### src/rtl/mult_div_unit.sv
// Iterative multiply/divide unit: 32 shift-add or restoring-divide steps,
// followed by one sign-fix cycle, for a fixed 33-edge latency.
module mult_div_unit #(
    parameter int WIDTH = 32
) (
    input  logic             clk,
    input  logic             rst,
    input  logic             start,
    input  logic [1:0]       op,
    input  logic [WIDTH-1:0] operand_a,
    input  logic [WIDTH-1:0] operand_b,
    output logic             busy,
    output logic             done,
    output logic [WIDTH-1:0] hi,
    output logic [WIDTH-1:0] lo,
    output logic             div_zero
);

    typedef enum logic [1:0] {IDLE, RUN, FIX} state_t;

    localparam logic [4:0] LAST_ITER = 5'd31;

    state_t                 state, nextState;
    logic [4:0]             count;
    logic [1:0]             opReg;
    logic [WIDTH-1:0]       aRaw;
    logic [WIDTH-1:0]       aMag;
    logic [WIDTH-1:0]       bMag;
    logic                   negLo;
    logic                   negHi;
    logic                   bZero;
    // Upper half: partial product / partial remainder.
    // Lower half: multiplier being consumed / dividend shifting into quotient.
    logic [2*WIDTH-1:0]     acc;
    logic [2*WIDTH-1:0]     accNext;

    logic signed [WIDTH-1:0] aSigned;
    logic signed [WIDTH-1:0] bSigned;
    logic                    aNeg;
    logic                    bNeg;
    logic [WIDTH-1:0]        aMagIn;
    logic [WIDTH-1:0]        bMagIn;

    logic [WIDTH:0]          mulSum;
    logic [WIDTH:0]          divTrial;
    logic [WIDTH:0]          divDiff;

    // Two's-complement negate when the result sign is negative.
    function automatic logic [WIDTH-1:0] applySign(input logic [WIDTH-1:0] mag,
                                                   input logic neg);
        return neg ? -mag : mag;
    endfunction

    function automatic logic [2*WIDTH-1:0] applySignWide(input logic [2*WIDTH-1:0] mag,
                                                         input logic neg);
        return neg ? -mag : mag;
    endfunction

    // Signed ops (op[0]=1) work on magnitudes; signs are restored in FIX.
    assign aSigned = operand_a;
    assign bSigned = operand_b;
    assign aNeg    = op[0] && (aSigned < 0);
    assign bNeg    = op[0] && (bSigned < 0);
    assign aMagIn  = aNeg ? -operand_a : operand_a;
    assign bMagIn  = bNeg ? -operand_b : operand_b;

    // One iteration: shift-add for multiply, restoring subtract for divide.
    always_comb begin
        mulSum   = {1'b0, acc[2*WIDTH-1:WIDTH]} + (acc[0] ? {1'b0, aMag} : '0);
        divTrial = {acc[2*WIDTH-1:WIDTH], acc[WIDTH-1]};
        divDiff  = divTrial - {1'b0, bMag};
        accNext  = acc;
        if (opReg[1]) begin
            if (!divDiff[WIDTH]) begin
                accNext = {divDiff[WIDTH-1:0], acc[WIDTH-2:0], 1'b1};
            end else begin
                accNext = {divTrial[WIDTH-1:0], acc[WIDTH-2:0], 1'b0};
            end
        end else begin
            accNext = {mulSum, acc[WIDTH-1:1]};
        end
    end

    // State register.
    always_ff @(posedge clk or negedge rst) begin
        if (!rst) begin
            state <= IDLE;
        end else begin
            state <= nextState;
        end
    end

    // Next-state logic: fixed 32 RUN iterations then one FIX cycle.
    always_comb begin
        nextState = state;
        case (state)
            IDLE:    if (start) nextState = RUN;
            RUN:     if (count == 5'd0) nextState = FIX;
            FIX:     nextState = IDLE;
            default: nextState = IDLE;
        endcase
    end

    // Output logic.
    always_comb begin
        busy = (state != IDLE);
    end

    // Operand capture, iteration datapath and result write-back.
    always_ff @(posedge clk or negedge rst) begin
        if (!rst) begin
            count    <= '0;
            opReg    <= '0;
            aRaw     <= '0;
            aMag     <= '0;
            bMag     <= '0;
            negLo    <= 1'b0;
            negHi    <= 1'b0;
            bZero    <= 1'b0;
            acc      <= '0;
            hi       <= '0;
            lo       <= '0;
            div_zero <= 1'b0;
            done     <= 1'b0;
        end else begin
            done <= 1'b0;
            case (state)
                IDLE: begin
                    if (start) begin
                        opReg <= op;
                        aRaw  <= operand_a;
                        aMag  <= aMagIn;
                        bMag  <= bMagIn;
                        negLo <= aNeg ^ bNeg;
                        negHi <= aNeg;
                        bZero <= (operand_b == '0);
                        count <= LAST_ITER;
                        acc   <= op[1] ? {{WIDTH{1'b0}}, aMagIn} : {{WIDTH{1'b0}}, bMagIn};
                    end
                end
                RUN: begin
                    acc   <= accNext;
                    count <= count - 5'd1;
                end
                FIX: begin
                    done <= 1'b1;
                    if (opReg[1]) begin
                        if (bZero) begin
                            hi       <= aRaw;
                            lo       <= '1;
                            div_zero <= 1'b1;
                        end else begin
                            hi       <= applySign(acc[2*WIDTH-1:WIDTH], negHi);
                            lo       <= applySign(acc[WIDTH-1:0], negLo);
                            div_zero <= 1'b0;
                        end
                    end else begin
                        {hi, lo} <= applySignWide(acc, negLo);
                    end
                end
                default: ;
            endcase
        end
    end

endmodule
### config.mk
export PLATFORM = sky130hd
export DESIGN_NAME = mult_div_unit
export DESIGN_NICKNAME = d
export VERILOG_FILES = /design/src/rtl/mult_div_unit.sv
export SDC_FILE = /design/constraint.sdc
export NUM_CORES = 1
export LEC_CHECK = 0
export CELL_PAD_IN_SITES_DETAIL_PLACEMENT = 0
export CELL_PAD_IN_SITES_GLOBAL_PLACEMENT = 1
export CORE_UTILIZATION = 49
export CTS_CLUSTER_DIAMETER = 60
export DETAILED_ROUTE_END_ITERATION = 8
export GPL_TIMING_DRIVEN = 0
export PLACE_DENSITY = 0.95
export SLEW_MARGIN = 25
export SYNTH_ARGS = -nofsm -noshare
export SYNTH_HDL_FRONTEND = slang
export SYNTH_SLANG_ARGS = --single-unit
export TNS_END_PERCENT = 30
### constraint.sdc
create_clock -name clk -period 6.52 [get_ports clk]
set_input_delay 0.978 -clock clk [delete_from_list [all_inputs] [get_ports clk]]
set_output_delay 0.978 -clock clk [all_outputs]
set_load 0.05 [all_outputs]
==> impl_results.md <==
- Inst Count DP: 2769
- Worst setup SP type: flop
- Final period utilization: 72.4%
- Placer's final routability congestion estimate: 1.03
- First-pass GRT wire length: 107000 µm
- Max-slew headroom: 29.1%
- GRT Residual Overflow: 0
- P&R area growth vs syn: 17.9%
- Top-count cell post-synth: nand2_1
- Final Cell Area: 20700 µm²
- WL final: 72700 µm
- Min Tclk post-route: 4.72 ns
- DR vias: 17900
- Synth Area per Inst: 8.07 µm²
- Area share of the largest cell type after synthesis: 33.6%
- Main synth FF type: dfrtp_1
- Antenna Violating Nets Remaining: 0
- Clock latency on the worst-skew pair: 0.60 ns
- Post-CTS Setup Bufs: 0
- Hpwl dp: 56500 µm
- Reg2reg path depth: 14
- Height of the die: 191 µm
- Final setup TNS: 0 ns
- Crit path capture type: flop
- RSZ-0062 raised after global routing: no
- Post-Synthesis Cells: 2176
- Worst-path clk slew: 0.06 ns
- Hold-fix buffer count after cts: 0
- Worst-Margin Slew: 1.06 ns
- PostCTS Resize Cnt: 0
- Max-cap violations: 0
- Per-cell routed wire length: 25.7 µm
- Initial Util: 50.4%
- N_diodes: 0
- Non-Filler Instances: 2827
- Slew Limit Fails: 0
- CP Cell Sequence: clkbuf_1 -> inv_1 -> ha_1 -> fa_1 -> nor2b_1 -> o31ai_1 -> a21oi_1 -> a211oi_1 -> nor3_1 -> nor3_1 -> nor2_1 -> buf_2 -> mux2i_1 -> o21ai_1
- Total power: 11.9 mW
- Setup WS pre-CTS: 1.97 ns
- Post-synth cell types: 81
- Share of cells above drive strength 1: 4.38%
- Most frequent cells after synthesis: 328 x nand2_1, 236 x dfrtp_1, 186 x a21oi_1
- I/O pins: 136
- Cell taking the most area after synthesis: dfrtp_1
- H-tree depth: 1
- Crit-path most repeated cell: nor3_1
- Setup ws final: 1.80 ns
- Pre-Repair DR Iteration Count: 7
- DR iter-0 viols: 1767
- Type of the worst setup path: flop to flop
- Min Hold Slack: 0.377 ns
- Worst path max stage delay: 0.54 ns
- Ys async rst share: 100%
- Critical path's slowest cell: nor3_1
- Crit path DAT: 5.15 ns
- Largest net degree at the start of global routing: 91
- Hold violation count in the final report: 0
- FMAX: 0.212 GHz
- Clock tree buffer depth: 3
- CP required: 6.95 ns
- All-Layer GR Usage: 39.8%
- Vias in the first global route: 17500
- Final core occ: 59.4%
- Initial antenna violation count: 2
- Sink Count: 236
- Ys Warns: 0
- Sequential share of the synthesized area: 33.6%
- Setup Viol. Count Final: 0
- Placed inst area: 19600 µm²
- Worst-path fanout max: 10
- Core area: 34900 µm²
- DRC viols: 0
- Layout Nets: 2488
- CTS buffer count: 31
- Final setup skew: 0.0201 ns
- Leakage: 8.69 nW
- Hold crit path type: primary input to asynchronous set/reset pin
- Row count: 68
- Clk root buf: clkbuf_16
- Post-synth EDFFs: 0
- CTS tree: done
- Pwr Density: 577 nW/µm²
- Die width: 191 µm
- Buffers on Ports: 135
- Synthesized Nets: 2317
- Status: completed
- Vias/cell: 6.34
- Total die area: 36600 µm²
- Seq cells post-synth: 236
- IR drop worst, VDD: 0.373 mV
- Synth area leaders: dfrtp_1 34%, nand2_1 7.0%, xnor2_1 5.3%
- Post-Syn Area: 17600 µm²
## kinds of logic (layout without fill, tap and decap cells)
kind of cell | Yosys count | after routing | synth area share, %
AO/OA/AOI/OAI | 654 | 654 | 22.8
AND/OR/NAND/NOR | 731 | 731 | 19.5
buffers and inverters | 214 | 410 | 4.90
multiplexers | 73 | 73 | 4.20
XOR/XNOR | 196 | 196 | 9.77
adder cells (fa/ha/maj) | 72 | 72 | 5.21
flip-flops | 236 | 236 | 33.6
## critical path, delay by kind of cell (launching register included)
family / cells / cell delay (ns)
DFF: 1 / 0.32
and+or+nand+nor: 4 / 1.29
adders and majority gates: 2 / 0.65
AOI/OAI and AO/OA: 4 / 1.02
buffers and inverters: 3 / 1.01
muxes: 1 / 0.27
## cell usage in the layout (no fill, tap or decap), types with 46 or more instances in the layout
cell             count
xnor2_1            107
clkbuf_1           117
nor2_1             137
dfrtp_1            236
ha_1                70
and2_1              61
xor2_1              89
inv_1               68
o21ai_0            164
nand2_1            328
nor3_1              46
a21oi_1            186
clkdlybuf4s50_1    134
mux2i_1             68
## registers in the layout, indices dropped and copies added, names as in the netlist
signal    count
lo           32
state         2
count         5
done          1
bZero         1
aMag         31
negLo         1
bMag         32
div_zero      1
opReg         1
negHi         1
hi           32
acc          64
aRaw         32
## area by class of cell
cell class                      count  area (µm²)
Clock inverter                     22         308
Timing Repair Buffer              138        1440
Inverter                           70         263
Sequential cell                   236        5910
Fill cell                        3213       14200
Multi-Input combinational cell   1726       10800
Buffer                            144         599
Tap cell                          455         569
Clock buffer                       36         825
## power by group
group | internal [mW] | switching [mW] | total [mW]
sequential | 2.05 | 0.620 | 2.67
clock | 1.15 | 0.760 | 1.91
combinational | 2.70 | 4.66 | 7.36
total | 5.90 | 6.04 | 11.9
## routing by layer
layer | track usage [%] | share of wire [%]
met1 | 52.4 | 41
met2 | 62.6 | 45
met3 | 8.15 | 9.5
met4 | 18.5 | 4.9
met5 | 0 | 0
## final timing paths
kind / start / end / slack, ns
max: acc[31] / acc[38] / 1.80
min: rst / acc[62] / 0.38
max reg2reg: acc[31] / acc[38] / 1.80
min reg2reg: aMag[11] / aMag[11] / 0.48
max in group asynchronous: rst / aRaw[9] / 4.95
min in group clk: aMag[11] / aMag[11] / 0.48
No activity file was read; power rests on OpenSTA's default activity.
